`config.mk`:
```
export PLATFORM = sky130hd
export DESIGN_NAME = bram_port_arbiter
export DESIGN_NICKNAME = d
export VERILOG_FILES = /design/src/rtl/bram_port_arbiter.sv
export SDC_FILE = /design/constraint.sdc
export NUM_CORES = 1
export LEC_CHECK = 0
export ABC_CLOCK_PERIOD_IN_PS = 1150
export BUFFER_PORTS_ARGS = -buffer_cell sky130_fd_sc_hd__buf_4
export CAP_MARGIN = 20
export CORE_MARGIN = 5
export CORE_UTILIZATION = 30
export CTS_CLUSTER_SIZE = 12
export DETAILED_ROUTE_END_ITERATION = 8
export PLACE_DENSITY_LB_ADDON = 0.08
export SYNTH_ARGS = -nofsm -noshare
export SYNTH_HDL_FRONTEND = slang
export SYNTH_SLANG_ARGS = --single-unit
```
`constraint.sdc`:
```
create_clock -name I_CLK -period 1.15 [get_ports I_CLK]
set_input_delay 0.23 -clock I_CLK [delete_from_list [all_inputs] [get_ports I_CLK]]
set_output_delay 0.23 -clock I_CLK [all_outputs]
set_load 0.02 [all_outputs]
```
`src/rtl/bram_port_arbiter.sv`:
```
// Round-robin arbiter sharing one bram port between req 0 (CPU) and req 1 (DMA).
// Accepts one command per clock and returns read data to the issuer two cycles after the handshake.
module bram_port_arbiter #(
  parameter int unsigned P_DATA_WIDTH    = 16,
  parameter int unsigned P_ADDRESS_WIDTH = 10
) (
  input  logic                       I_CLK,
  input  logic                       I_NRESET,

  input  logic                       I_REQ0_VALID,
  input  logic                       I_REQ0_WRITE_ENABLE,
  input  logic [P_ADDRESS_WIDTH-1:0] I_REQ0_ADDRESS,
  input  logic [P_DATA_WIDTH-1:0]    I_REQ0_DATA,
  output logic                       O_REQ0_READY,
  output logic                       O_REQ0_RVALID,
  output logic [P_DATA_WIDTH-1:0]    O_REQ0_RDATA,

  input  logic                       I_REQ1_VALID,
  input  logic                       I_REQ1_WRITE_ENABLE,
  input  logic [P_ADDRESS_WIDTH-1:0] I_REQ1_ADDRESS,
  input  logic [P_DATA_WIDTH-1:0]    I_REQ1_DATA,
  output logic                       O_REQ1_READY,
  output logic                       O_REQ1_RVALID,
  output logic [P_DATA_WIDTH-1:0]    O_REQ1_RDATA,

  output logic [P_ADDRESS_WIDTH-1:0] O_BRAM_ADDRESS,
  output logic [P_DATA_WIDTH-1:0]    O_BRAM_DATA,
  output logic                       O_BRAM_WRITE_ENABLE,
  input  logic [P_DATA_WIDTH-1:0]    I_BRAM_DATA
);

  logic                       grant0, grant1;
  logic                       pri_q, pri_d;
  logic [P_ADDRESS_WIDTH-1:0] addr_q, addr_d;
  logic [P_DATA_WIDTH-1:0]    data_q, data_d;
  logic                       we_q, we_d;
  logic                       s1_rd_q, s1_rd_d;
  logic                       s1_owner_q, s1_owner_d;
  logic                       s2_rd_q, s2_owner_q;

  // pri_q selects the winner only when both requesters are valid.
  always_comb begin
    grant0 = I_REQ0_VALID & (~I_REQ1_VALID | ~pri_q);
    grant1 = I_REQ1_VALID & (~I_REQ0_VALID | pri_q);
  end

  always_comb begin
    pri_d      = pri_q;
    addr_d     = addr_q;
    data_d     = data_q;
    we_d       = 1'b0;
    s1_rd_d    = 1'b0;
    s1_owner_d = s1_owner_q;
    if (grant0) begin
      pri_d      = 1'b1;
      addr_d     = I_REQ0_ADDRESS;
      data_d     = I_REQ0_DATA;
      we_d       = I_REQ0_WRITE_ENABLE;
      s1_rd_d    = ~I_REQ0_WRITE_ENABLE;
      s1_owner_d = 1'b0;
    end else if (grant1) begin
      pri_d      = 1'b0;
      addr_d     = I_REQ1_ADDRESS;
      data_d     = I_REQ1_DATA;
      we_d       = I_REQ1_WRITE_ENABLE;
      s1_rd_d    = ~I_REQ1_WRITE_ENABLE;
      s1_owner_d = 1'b1;
    end
  end

  always_ff @(posedge I_CLK or negedge I_NRESET) begin
    if (!I_NRESET) begin
      pri_q      <= 1'b0;
      addr_q     <= '0;
      data_q     <= '0;
      we_q       <= 1'b0;
      s1_rd_q    <= 1'b0;
      s1_owner_q <= 1'b0;
      s2_rd_q    <= 1'b0;
      s2_owner_q <= 1'b0;
    end else begin
      pri_q      <= pri_d;
      addr_q     <= addr_d;
      data_q     <= data_d;
      we_q       <= we_d;
      s1_rd_q    <= s1_rd_d;
      s1_owner_q <= s1_owner_d;
      s2_rd_q    <= s1_rd_q;
      s2_owner_q <= s1_owner_q;
    end
  end

  // Readies and read data are forced low while reset is asserted.
  always_comb begin
    O_REQ0_READY        = grant0 & I_NRESET;
    O_REQ1_READY        = grant1 & I_NRESET;
    O_REQ0_RVALID       = s2_rd_q & ~s2_owner_q;
    O_REQ1_RVALID       = s2_rd_q & s2_owner_q;
    O_REQ0_RDATA        = O_REQ0_RVALID ? I_BRAM_DATA : '0;
    O_REQ1_RDATA        = O_REQ1_RVALID ? I_BRAM_DATA : '0;
    O_BRAM_ADDRESS      = addr_q;
    O_BRAM_DATA         = data_q;
    O_BRAM_WRITE_ENABLE = we_q;
  end

endmodule

```
# --- Word level (Yosys, flattened, before mapping) ---
# Index checks and enable logic that the tools add are counted.
# W data, S select, Z words.
totals:
  ff_bits: 32
  wordCells: 37
op_classes:
  n_bitwise: 14
  reduce_logical: 1
  muxes: 14
ops:
  columns: ["operator", "n"]
  rows:
  - ["$mux W16", 4]
  - ["$mux W10", 2]
  - ["$mux W1", 8]
  - ["$and A1 B1 Y1", 6]
  - ["$not A1 Y1", 6]
  - ["$or A1 B1 Y1", 2]
  - ["$reduce_bool A2 Y1", 1]

# --- Depth between registers and ports, before layout ---
depth:
  word_depth: 5
  mapped_depth: 5

# --- Worst setup path before layout ---
# No wires, ideal clock.
synth_path:
  path_type: "register to output"
  start: "register s2_owner_q"
  end: "output port O_REQ0_RDATA[10]"
  path_stages_with_launch: 4
  arrival_ns: 1.012
  n_path_buf: 1
  path_slack_ns: -0.092
  required_ns: 0.920
  cell_sequence: "dfrtp_1 > nor2b_4 > buf_4 > and2_1"
synth_via:
  elab_chain_cells: 3
synth_lines:
  columns: ["item", "line_no", "rtl"]
  rows:
  - ["start: declaration", "39", "logic s2_rd_q, s2_owner_q;"]
  - ["start signal: assignment", "89", "s2_owner_q <= s1_owner_q;"]
  - ["$not A1 Y1", "97", "O_REQ0_RVALID = s2_rd_q & ~s2_owner_q;"]
  - ["$and A1 B1 Y1", "97", null]
  - ["via O_REQ0_RVALID", "15", "output logic O_REQ0_RVALID,"]
  - ["$mux W16", "99", "O_REQ0_RDATA = O_REQ0_RVALID ? I_BRAM_DATA : '0;"]
  - ["end: declaration", "16", "output logic [P_DATA_WIDTH-1:0] O_REQ0_RDATA,"]
# The timed path passes the listed nets, and every way through them passes these cells.

# --- Final worst setup path ---
layout_path:
  start: "register s2_owner_q"
  end: "output port O_REQ0_RDATA[0]"
layout_via:
  elab_chain_cells: 3
layout_lines:
  columns: ["item", "line_no"]
  rows:
  - ["$not A1 Y1", "97"]
  - ["$and A1 B1 Y1", "97"]
  - ["$mux W16", "99"]
# No other way between the ends.

==> out/metrics.cfg <==
[global_routing]
grt_pass1_vias = 2119
grt_use_total_pct = 16.13
grt_pass1_wl_um = 11000
grt-ovfl-total = 0
antenna_found_initial = 0
grt_max_degree = 28

[cts]
numCtsBuffers = 5
clockBufferDepth = 2
htree_levels = 2
worstSkewPairLatency_ns = 0.28
root_buffer = clkbuf_8
clk_pin_slew_worst_paths_ns = 0.06
clock-sinks = 32
cts_tree = built

[routing]
wire_per_inst_um = 16.56
drt-initial-drc-count = 49
dr.pass1.iters = 4
vias_per_cell = 4.921
dr_total_vias = 2116
totalWireLength_um = 7119
drcViolationCount = 0
ant_nets = 0

[critical_path]
worstPathMaxFanout = 17
worst_setup_path_end_kind = output pin
critical_path_class = reg2out
required_ns = 0.92
crit_chain = nor2b_4 -> buf_12 -> and2_1 -> buf_6
cpMaxStageDelayCell = dfrtp_2
crit_buf_inv = 2
critical_path.top_delay_family = flip-flops
slowest_delay_ns = 0.42
crit_path_start_kind = flop
arrival_ns = 1.23

[power]
p_switching_mw = 1.302
design_power_total_mw = 3.978
ir_drop_uv = 474.5
leakage_nw = 1.887
power_frac_clock_pct = 22.9
p_int_mw = 2.676
swShare_pct = 32.72
p_comb_share_pct = 42.6
powerDensity_mw_per_mm2 = 1121
seqPwrFrac_pct = 34.5

[sta]
fmax_mhz = 683.1
fin_setup_tns_ns = -13.10
hold_viol = 0
max_slew_margin_pct = 76.96
skew_ns = 0.006682
fin_hold_ws_ns = 0.1617
setup_violations = 63
worst_slack_ns = -0.3139
rsz0062_at_grt = true
final.period_utilization_pct = 127.3
slew_viol_final = 0
period_minus_slack_ns = 1.464
worstMarginPinSlew_ns = 0.3456

[layout]
fillers = 625
n_antenna_cell = 0
finalNetCount = 423
multi_input_area_sq_mm = 0.001109
drive_gt1_share_pct = 52.00
area_delta_synth_final_pct = 74.14
seq_area_sq_um = 802.0

[die]
die_w_um = 92.40
die_y_um = 92.40
coreArea_sq_mm = 0.006719
start_util_pct = 30.32
num_rows = 30
io_pins = 137
die-area_sq_mm = 0.008538

[hold_path]
hp-class = in2reg

[job]
max-cap-violations = 0

[yosys]
synth_top_cell_area_share_pct = 39.31
synth.most_common_cell = dfrtp_1
synth_edf_count = 0
synthesis.nets = 277
yosysSeqAreaShare_pct = 39.31
synthTopCellsByArea = dfrtp_1 39%, mux2i_1 13%, and3b_1 11%
synth_common_cells = 32 x dfrtp_1, 26 x a31oi_1, 26 x and3b_1, 26 x mux2i_1, 26 x o21ai_1
synth_area_sq_mm = 0.002037
synth_top_cell_by_area = dfrtp_1
synthCells = 203
synthArstFlopShare_pct = 100.0
ys.flop_type = dfrtp_1
ys_types = 19
synth_warnings = 0
ys_ff_latch = 32
syn_avg_cell_area_sq_um = 10.03

[place]
portBuffers = 136
hpwl_um = 5185
place_congestion = 0.7250

[run_status]
violations = setup timing
status = finished with violations

per-layer routing:
metal | track usage, % | vias up | wire length, um
met3 | 5.199 | 6 | 548
met1 | 20.30 | 983 | 3110
met5 | 0 | - | 0
met2 | 26.83 | 89 | 3412
met4 | 3.713 | 0 | 47
li1 | - | 1038 | -
cell families (layout without fill, tap and decap cells):
logic type,count (synthesis),count (layout),share of synthesized area [%]
mux,26,26,12.78
flops,32,32,39.31
simple gates,65,65,23.53
compound gates,57,57,15.97
buf+inv,23,170,8.415
power groups by stage:
stage	logic, mW	clock network, mW	registers [mW]
2_1_floorplan	0.625	0	1.54
3_5_place_dp	1.46	0	1.39
4_1_cts	1.63	0.944	1.37
6_report	1.69	0.912	1.37
5_1_grt	1.81	1.00	1.39
3_3_place_gp	1.45	0	1.39
stage by stage:
step	cells	setup WS, ns	area, sq um	util [%]
after floorplan	203	-0.01113	2071	-
after global placement	412	-0.05659	3179	47.32
after detailed placement	412	-0.09388	3179	47.32
after CTS	427	-0.3251	3461	51.51
after global routing	430	-0.3672	3547	52.79
final	430	-0.3139	3547	52.79
layout make-up:
class	count	share of cell area, %
Clock buffer	7	2.434
Clock inverter	1	0.2116
Inverter	2	0.2116
Multi-Input combinational cell	148	31.25
Sequential cell	32	22.61
Tap cell	80	2.822
Timing Repair Buffer	160	40.46
state kept, by name (all words and copies together) (netlist names):
register	cells
O_BRAM_WRITE_ENABLE	1
O_BRAM_DATA	16
pri_q	1
s1_owner_q	1
O_BRAM_ADDRESS	10
s2_owner_q	1
s1_rd_q	1
s2_rd_q	1
final timing paths:
path                                            from                             to  slack (ns)  cells after the start
worst min-delay path             I_REQ1_WRITE_ENABLE              s1_rd_q$_DFF_PN0_        0.16                      2
min in group asynchronous                   I_NRESET         s1_owner_q$_DFFE_PN0P_        0.37                      2
worst min register to register     s1_rd_q$_DFF_PN0_              s2_rd_q$_DFF_PN0_        0.35                      0
max in group asynchronous                   I_NRESET  O_BRAM_ADDRESS[2]$_DFFE_PN0P_        0.35                      3
worst max-delay path            s2_owner_q$_DFF_PN0_                O_REQ0_RDATA[0]       -0.31                      4
worst max register to register     pri_q$_DFFE_PN0P_  O_BRAM_ADDRESS[2]$_DFFE_PN0P_       -0.14                      6
cells in the final DEF (no fill, tap or decap):
master	netlist	routed
buf_16	0	1
and3_4	0	1
nor2b_4	1	1
inv_1	2	2
nand2b_4	0	1
buf_8	0	1
clkinvlp_4	0	1
dfrtp_1	32	31
clkbuf_1	4	1
mux2i_1	26	26
clkbuf_16	0	2
nand2_1	1	1
a31oi_1	26	26
o21ai_1	26	26
a32o_1	1	1
a21boi_2	0	1
o21ai_0	3	3
buf_12	0	7
dfrtp_2	0	1
clkbuf_8	0	6
and2_4	0	12
and3b_1	26	26
buf_6	9	21
nand2b_1	1	1
and3_1	17	16
buf_4	3	126
dlygate4sd3_1	0	2
and2_1	18	6
what timing repair did:
action	CTS	global route
cloned	1	2
hold buffers	2	0
endpoints found under the hold margin	5	0
resized for setup	23	9
setup buffers	4	1
endpoints found under the setup margin	63	63
pin swaps	0	3
No activity file was read; power rests on OpenSTA's default activity.
